<file path="src/rtl/fetch_unit_if.sv">
// Fetch-stage bus bundle: the redirect input, the instruction SRAM port and the decode handshake.
// The fetch unit connects through the master modport and its environment through the slave modport.
interface fetch_unit_if #(
  parameter int unsigned ADDR_W = 32,
  parameter int unsigned INST_W = 32
);
  logic              redirect_i;
  logic [ADDR_W-1:0] redirect_pc_i;
  logic              inst_sram_en;
  logic [ADDR_W-1:0] inst_sram_addr;
  logic [INST_W-1:0] inst_sram_rdata;
  logic              if_valid_o;
  logic              if_ready_i;
  logic [INST_W-1:0] if_inst_o;
  logic [ADDR_W-1:0] if_pc_o;

  modport master (
    input  redirect_i, redirect_pc_i, inst_sram_rdata, if_ready_i,
    output inst_sram_en, inst_sram_addr, if_valid_o, if_inst_o, if_pc_o
  );

  modport slave (
    output redirect_i, redirect_pc_i, inst_sram_rdata, if_ready_i,
    input  inst_sram_en, inst_sram_addr, if_valid_o, if_inst_o, if_pc_o
  );
endinterface

</file>
<file path="src/rtl/fetch_unit.sv">
// Instruction fetch stage: sequential PC generation, 1-cycle-latency SRAM reads, and a PC-tagged
// FIFO toward decode, with credit-based backpressure and redirect flush.
module fetch_unit #(
  parameter int unsigned       ADDR_W    = 32,
  parameter int unsigned       INST_W    = 32,
  parameter logic [ADDR_W-1:0] RESET_PC  = '0,
  parameter int unsigned       BUF_DEPTH = 2
) (
  input  logic         clk,
  input  logic         rst,
  fetch_unit_if.master bus
);
  localparam int unsigned CNT_W = $clog2(BUF_DEPTH + 1);
  localparam int unsigned PTR_W = $clog2(BUF_DEPTH);

  logic [ADDR_W-1:0] fetch_pc;
  logic [ADDR_W-1:0] tag_pc;
  logic              inflight;
  logic [CNT_W-1:0]  count;
  logic [PTR_W-1:0]  wr_ptr;
  logic [PTR_W-1:0]  rd_ptr;
  logic [INST_W-1:0] inst_mem [BUF_DEPTH];
  logic [ADDR_W-1:0] pc_mem   [BUF_DEPTH];

  logic             pop;
  logic             push;
  logic             req;
  logic [CNT_W:0]   credit;

  assign bus.if_valid_o = ~rst & (count != '0);
  assign pop            = bus.if_valid_o & bus.if_ready_i;

  // Occupancy plus the response still in flight, less what decode takes this cycle; a new request
  // is only issued when its response is guaranteed a free slot.
  assign credit = {1'b0, count} + (CNT_W+1)'(inflight) - (CNT_W+1)'(pop);
  assign req    = ~rst & ~bus.redirect_i & (credit < (CNT_W+1)'(BUF_DEPTH));
  assign push   = inflight & ~bus.redirect_i;

  assign bus.inst_sram_en   = req;
  assign bus.inst_sram_addr = fetch_pc;
  assign bus.if_inst_o      = inst_mem[rd_ptr];
  assign bus.if_pc_o        = pc_mem[rd_ptr];

  always_ff @(posedge clk) begin
    if (rst) begin
      fetch_pc <= RESET_PC;
      tag_pc   <= RESET_PC;
      inflight <= 1'b0;
      count    <= '0;
      wr_ptr   <= '0;
      rd_ptr   <= '0;
    end else if (bus.redirect_i) begin
      fetch_pc <= {bus.redirect_pc_i[ADDR_W-1:2], 2'b00};
      inflight <= 1'b0;
      count    <= '0;
      wr_ptr   <= '0;
      rd_ptr   <= '0;
    end else begin
      inflight <= req;
      if (req) begin
        fetch_pc <= fetch_pc + ADDR_W'(4);
        tag_pc   <= fetch_pc;
      end
      if (push) wr_ptr <= wr_ptr + PTR_W'(1);
      if (pop)  rd_ptr <= rd_ptr + PTR_W'(1);
      count <= count + CNT_W'(push) - CNT_W'(pop);
    end
  end

  // NOTE: the FIFO storage has no reset; count gates every read, so stale contents are never seen.
  always_ff @(posedge clk) begin
    if (~rst && push) begin
      inst_mem[wr_ptr] <= bus.inst_sram_rdata;
      pc_mem[wr_ptr]   <= tag_pc;
    end
  end
endmodule

</file>
<file path="src/flat_wrapper.sv">
// flat-port wrapper written by rule: the top's interface ports become plain ports
module fetch_unit_flat 
#(
  parameter int unsigned       ADDR_W    = 32,
  parameter int unsigned       INST_W    = 32,
  parameter logic [ADDR_W-1:0] RESET_PC  = '0,
  parameter int unsigned       BUF_DEPTH = 2
)
  (clk, rst, bus_redirect_i, bus_redirect_pc_i, bus_inst_sram_rdata, bus_if_ready_i, bus_inst_sram_en, bus_inst_sram_addr, bus_if_valid_o, bus_if_inst_o, bus_if_pc_o);
  fetch_unit_if #(.ADDR_W(ADDR_W), .INST_W(INST_W)) bus_i ();
  input  logic clk;
  input  logic rst;
  input wire logic [$bits(bus_i.redirect_i)-1:0] bus_redirect_i;
  input wire logic [$bits(bus_i.redirect_pc_i)-1:0] bus_redirect_pc_i;
  input wire logic [$bits(bus_i.inst_sram_rdata)-1:0] bus_inst_sram_rdata;
  input wire logic [$bits(bus_i.if_ready_i)-1:0] bus_if_ready_i;
  output wire logic [$bits(bus_i.inst_sram_en)-1:0] bus_inst_sram_en;
  output wire logic [$bits(bus_i.inst_sram_addr)-1:0] bus_inst_sram_addr;
  output wire logic [$bits(bus_i.if_valid_o)-1:0] bus_if_valid_o;
  output wire logic [$bits(bus_i.if_inst_o)-1:0] bus_if_inst_o;
  output wire logic [$bits(bus_i.if_pc_o)-1:0] bus_if_pc_o;
  assign bus_i.redirect_i = bus_redirect_i;
  assign bus_i.redirect_pc_i = bus_redirect_pc_i;
  assign bus_i.inst_sram_rdata = bus_inst_sram_rdata;
  assign bus_i.if_ready_i = bus_if_ready_i;
  assign bus_inst_sram_en = bus_i.inst_sram_en;
  assign bus_inst_sram_addr = bus_i.inst_sram_addr;
  assign bus_if_valid_o = bus_i.if_valid_o;
  assign bus_if_inst_o = bus_i.if_inst_o;
  assign bus_if_pc_o = bus_i.if_pc_o;
  fetch_unit #(.ADDR_W(ADDR_W), .INST_W(INST_W), .RESET_PC(RESET_PC), .BUF_DEPTH(BUF_DEPTH)) u_core (.clk(clk), .rst(rst), .bus(bus_i));
endmodule
</file>
<file path="config.mk">
export PLATFORM = sky130hd
export DESIGN_NAME = fetch_unit_flat
export DESIGN_NICKNAME = d
export VERILOG_FILES = /design/src/rtl/fetch_unit_if.sv /design/src/rtl/fetch_unit.sv /design/src/flat_wrapper.sv
export SDC_FILE = /design/constraint.sdc
export NUM_CORES = 1
export LEC_CHECK = 0
export CAP_MARGIN = 0
export CORE_MARGIN = 3
export CORE_UTILIZATION = 50
export CTS_CLUSTER_DIAMETER = 50
export DETAILED_ROUTE_END_ITERATION = 8
export PLACE_DENSITY = 0.78
export SYNTH_ARGS = -nofsm -noshare
export SYNTH_HDL_FRONTEND = slang
export SYNTH_SLANG_ARGS = --single-unit
</file>
<file path="constraint.sdc">
create_clock -name clk -period 7.8 [get_ports clk]
set_input_delay 1.56 -clock clk [delete_from_list [all_inputs] [get_ports clk]]
set_output_delay 1.56 -clock clk [all_outputs]
set_load 0.02 [all_outputs]
</file>
==> flow_summary.toml, run 1 <==
[run_status]
outcome = "completed"

[placement]
hpwl_mm = 10.6
gp_congestion = 0.789
placedCellCount = 894
portBuffers = 159
place_area_mm2 = 0.00925

[global_route]
antenna_found_initial = 0
grt_max_degree = 63
grt_pass1_vias = 4972
grt_usage_pct = 19.8
grt_pass1_wl_mm = 25.5
grt_overflow = 0

[setup_path]
crit_path_end_kind = "output pin"
critPathMaxStageDelay_ps = 770
path_class = "input port to output pin"
r2r_slack_ps = 3770
r2r-start = "u_core.count[1]"
cp_max_fo = 44
crit_top_cell = "clkdlybuf4s50_1"
cp_cell_sequence = "clkdlybuf4s50_1 -> and2_1 -> ha_1 -> nand2b_1 -> fa_1 -> nand3_4 -> inv_1 -> clkdlybuf4s50_1"
r2r_end = "u_core.bus.inst_sram_addr[15]"
cpLargestDelayFamily = "buffers and inverters"
critPathSlowestCell = "fa_1"
crit_buf_inv = 3
reg2regPathDepth = 10
start_kind = "input port"
cp.required_ps = 6240
critPathArrivalTime_ps = 4790

[floorplanning]
start_util_pct = 51.5
ioPinCount = 166
rows = 44
die_h_um = 129
core_mm2 = 0.0146
chipWidth_um = 129
dieArea_mm2 = 0.0165

[drt]
drt-total-wl_mm = 16.2
vias = 5014
vias_per_cell = 5.41
drt_iter0_drc = 417
first_pass_iters = 5
ant_nets = 0
remaining_drc_errors = 0
post_drt_wl_per_cell_um = 17.5

[timing]
final.min_clock_period_ps = 6350
finalClockSkew_ps = 6.21
rsz0062_at_grt = "false"
worstMarginPinSlew_ps = 1150
finalHoldViolCount = 0
setup_viol_count_final = 0
setup-tns-final_ps = 0
slew_headroom_pct = 23.1
fmax_ghz = 0.158
drv_slew = 0
finalCritPeriodShare_pct = 81.4

[logic_synthesis]
ys_warn_count = 0
synthDistinctLibCells = 40
avgSynthCellArea_um2 = 13.0
ys_seq_area_share_pct = 67.2
synthCells = 576
netlist_area_mm2 = 0.00751
ys_seq_elements = 190

[pwr]
p_comb_share_pct = 7.6
p_per_area_mw_per_mm2 = 216
netSwitchingPower_mw = 0.457
ir_worst_vdd_mv = 0.155
internal-power_mw = 1.67
p_leak_nw = 3.33
pwr-share-clk_pct = 39.9
pwr-share-seq_pct = 52.5
netSwitchingFraction_pct = 21.5

[clock_tree]
cts_max_level = 4
cts-root-buf = "clkbuf_16"
clk_latency_ps = 430
numCtsBuffers = 17
cts_resized = 0
hold_buffers = 0
cts_tree = "yes"
postCtsSetupBuffers = 0
clock_sinks = 190
cts_buffer_depth = 2
clk_pin_slew_ps = 60

[worst_hold_path]
hp-start = "u_core.tag_pc[16]"
min_path_type = "register to register"
whs_endpoint = "u_core.pc_mem[0][16]"
whs_path_depth = 0

[finish]
n_antenna_cell = 0
fin_cells = 926
final_util_pct = 67.4
drive_gt1_share_pct = 14.7
final_common_cell = "clkdlybuf4s50_1"
mostFrequentLayoutCells = "clkdlybuf4s50_1, edfxtp_1, nand2_1, dfxtp_1, mux2_2"
final_nets = 802
areaGrowthSynthToFinish_pct = 31.0
final_area_mm2 = 0.00984

[run]
drv_cap = 0
## worst max-delay path by stage
stage                         from               endpoint  slack [ps]  cells after the start
floorplan           bus_redirect_i  u_core.inst_mem[0][0]         850                      4
global route        bus_if_ready_i       bus_inst_sram_en        1320                      8
detailed placement  bus_if_ready_i       bus_inst_sram_en        1470                      9
finish              bus_if_ready_i       bus_inst_sram_en        1450                      8
global placement    bus_if_ready_i       bus_inst_sram_en        1550                      9
CTS                 bus_if_ready_i       bus_inst_sram_en        1470                      9
## power groups by stage
stage               combinational [mW]  clock, mW  sequential, mW
floorplan                       0.0668          0            1.14
global placement                 0.157          0            1.13
detailed placement               0.161          0            1.14
CTS                              0.162      0.865            1.11
global route                     0.173      0.901            1.12
finish                           0.160      0.848            1.12
## layout make-up
cell class | instances | area, um^2
Multi-Input combinational cell | 345 | 2300
Clock inverter | 9 | 80.1
Inverter | 9 | 33.8
Sequential cell | 190 | 5050
Clock buffer | 23 | 510
Fill cell | 1044 | 4750
Timing Repair Buffer | 166 | 1640
Tap cell | 184 | 230
## cells by family after synthesis
group	share of synthesized area [%]
DFF	67.2
and+or+nand+nor	11.0
AOI/OAI and AO/OA	5.65
muxes	9.45
buffers and inverters	2.42
xor gates and xnor gates	3.28
adders and majority gates	0.933
other	0.0499
## through the flow
step / power, mW / hold WS (ps) / worst slack [ps]
2_1_floorplan: 1.21 / 425 / 849
6_report: 2.12 / 449 / 1450
3_3_place_gp: 1.29 / 431 / 1550
3_5_place_dp: 1.30 / 434 / 1470
5_1_grt: 2.19 / 471 / 1320
4_1_cts: 2.14 / 451 / 1470
## sequential cells by signal, summed over array words and instances, names as in the netlist, named ones only
name and cells:
u_core.pc_mem 60, u_core.count 2, u_core.inst_mem 64, u_core.tag_pc 30, u_core.inflight 1, u_core.bus.inst_sram_addr 30, u_core.rd_ptr 1, u_core.wr_ptr 1
## per-layer routing
metal  vias up  global-route usage [%]  share of wire (%)
li1       2398                       -                  -
met1      2414                    26.5                 43
met3        18                    5.40                7.6
met4         0                    6.30                1.3
met5         -                       0                  0
met2       184                    31.9                 48
## worst reg2reg max path, delay by kind of cell (launching register included)
kind,cells,cell delay (ps)
adder cells (fa/ha/maj),2,1030
AO/OA/AOI/OAI,1,210
AND/OR/NAND/NOR,7,2180
flip-flops,1,510
## synthesized netlist by cell type (all sizes together)
master | instances | area [um^2]
nor3b | 1 | 7.51
a211oi | 13 | 97.6
nor4 | 9 | 56.3
dfxtp | 66 | 1320
a21oi | 41 | 205
buf | 5 | 35.0
o22ai | 3 | 18.8
or2 | 1 | 6.26
clkbuf | 30 | 113
clkinv | 1 | 3.75
a22oi | 1 | 7.51
fa | 1 | 20.0
o211ai | 2 | 15.0
xor2 | 1 | 8.76
ha | 4 | 50.1
and2 | 8 | 50.1
nand2b | 1 | 6.26
edfxtp | 124 | 3720
nand2 | 90 | 338
a31oi | 5 | 31.3
nor2 | 23 | 86.3
nand4 | 9 | 62.6
mux2 | 63 | 709
nor3 | 11 | 55.1
a311oi | 2 | 17.5
or3 | 4 | 25.0
o311ai | 3 | 26.3
conb | 1 | 3.75
or4 | 2 | 18.8
and3 | 3 | 18.8
inv | 8 | 30.0
o21ai | 1 | 5.00
xnor2 | 25 | 238
nand3 | 10 | 62.6
and4 | 4 | 35.0
Power figures use the tool's default switching activity.
==> inputs of run 2 (changes only) <==
Settings changed: CORE_UTILIZATION 50 to 46, PLACE_DENSITY 0.78 to 0.76.
Clock period 7.8 ns to 5.7 ns, I/O delays scaled along.
==> flow_summary.toml, run 2 (synthesis results as in run 1) <==
[setup_path]
path_class = "input port to output pin"
r2r_end = "u_core.bus.inst_sram_addr[15]"
critPathMaxStageDelay_ps = 620
crit_buf_inv = 3
critPathSlowestCell = "clkdlybuf4s50_1"
worst-path-stages = 9
cp_cell_sequence = "clkdlybuf4s50_1 -> and2_1 -> ha_1 -> nand2b_1 -> fa_1 -> xnor2_4 -> nand3_4 -> inv_1 -> clkdlybuf4s50_1"
critPathArrivalTime_ps = 3850
cp.required_ps = 4560
cpLargestDelayFamily = "buffers and inverters"
cp-endpoint = "bus_inst_sram_en"
crit_path_end_kind = "output pin"
cp-startpoint = "bus_if_ready_i"
r2r-start = "u_core.count[1]"
r2r_slack_ps = 1880
crit_top_cell = "clkdlybuf4s50_1"
cp_max_fo = 10
reg2regPathDepth = 12
start_kind = "input port"

[timing]
finalClockSkew_ps = 8.80
rsz0062_at_grt = "false"
final.min_clock_period_ps = 4990
slew_headroom_pct = 21.3
worstMarginPinSlew_ps = 1180
fmax_ghz = 0.200
drv_slew = 0
holdWs_ps = 452
finalHoldViolCount = 0
finalCritPeriodShare_pct = 87.6
setup-tns-final_ps = 0
setup_viol_count_final = 0

[global_route]
grt_pass1_wl_mm = 26.6
grt_usage_pct = 18.9
grt_pass1_vias = 5112
grt_max_degree = 63
antenna_found_initial = 0
grt_overflow = 0

[clock_tree]
cts_resized = 0
postCtsSetupBuffers = 0
clock_sinks = 190
clk_pin_slew_ps = 60
numCtsBuffers = 17
cts_tree = "yes"
clk_latency_ps = 420
cts_max_level = 4
cts_buffer_depth = 2
hold_buffers = 0
cts-root-buf = "clkbuf_16"

[floorplanning]
die_h_um = 134
ioPinCount = 166
chipWidth_um = 134
rows = 46
dieArea_mm2 = 0.0179
core_mm2 = 0.0159
start_util_pct = 47.1

[drt]
drt_iter0_drc = 271
ant_nets = 0
vias_per_cell = 5.23
post_drt_wl_per_cell_um = 17.7
first_pass_iters = 4
remaining_drc_errors = 0
vias = 5008
drt-total-wl_mm = 16.9

[finish]
final_nets = 802
areaGrowthSynthToFinish_pct = 32.7
final_common_cell = "clkdlybuf4s50_1"
regMostFlops = "u_core.inst_mem"
fillers = 1266
drive_gt1_share_pct = 14.7
largest_reg_flops = 64
final_area_mm2 = 0.00997
mostFrequentLayoutCells = "clkdlybuf4s50_1, edfxtp_1, nand2_1, dfxtp_1, mux2_2"
n_antenna_cell = 0
fin_cells = 958
reg.largest.list = "u_core.inst_mem: 64 flops, u_core.pc_mem: 60 flops"

[run]
drv_cap = 0

[placement]
gp_congestion = 0.812
place_area_mm2 = 0.00931
hpwl_mm = 11.3
portBuffers = 159
placedCellCount = 926

[run_status]
outcome = "completed"

[worst_hold_path]
min_path_type = "register to register"
hp-start = "u_core.tag_pc[22]"

[pwr]
p_per_area_mw_per_mm2 = 305
ir_worst_vdd_mv = 0.217
p_leak_nw = 3.36
## run 2: changes by cell type in the layout (fill, tap and decap cells not counted), moves of 2 or more
cell	change
clkinv_2	-4
inv_6	+3
clkbuf_8	-2
bufinv_16	+3
## run 2: worst min path at each step
stage                                end  cells after the start
floorplan           u_core.pc_mem[0][10]                      0
CTS                 u_core.pc_mem[0][15]                      0
global route         u_core.pc_mem[0][7]                      0
detailed placement  u_core.pc_mem[0][15]                      0
finish              u_core.pc_mem[0][22]                      0
global placement    u_core.pc_mem[0][10]                      0
## run 2: layout make-up
cell class,instances,area (um^2),area share (%)
sequential,190,5050,50.6
multi-input combinational,345,2310,23.1
timing repair buffer,166,1650,16.6
clock buffer,21,483,4.85
tap,216,270,2.71
clock inverter,11,175,1.76
inverter,9,33.8,0.339
## run 2: power breakdown
group          leakage [nW]  total, mW  switching, mW  internal, mW
clock network         0.315       1.29          0.496         0.793
registers              1.73       1.53         0.0330          1.49
logic                  1.31      0.221          0.110         0.111
total                  3.36       3.04          0.639          2.40
## run 2: through the flow
step,total power [mW],util [%],worst slack [ps]
after floorplan,1.65,-,939
after global placement,1.77,58.4,748
after detailed placement,1.78,58.4,723
after CTS,3.06,62.5,705
after global routing,3.13,62.5,532
final,3.04,62.5,709
## run 2: layer usage
layer	part of all wire, %	vias up	track usage (%)	wire length (um)
met4	1.9	0	6.69	327
met5	0	-	0	0
li1	-	2397	-	-
met1	42	2399	23.4	7120
met3	6.2	28	4.87	1040
met2	50	184	32.1	8430
==> inputs of run 3 (changes only) <==
Settings changed: SKIP_LAST_GASP from default to 1.
==> results of run 3 <==
Final layout, timing and power as in run 2 (identical DEF).
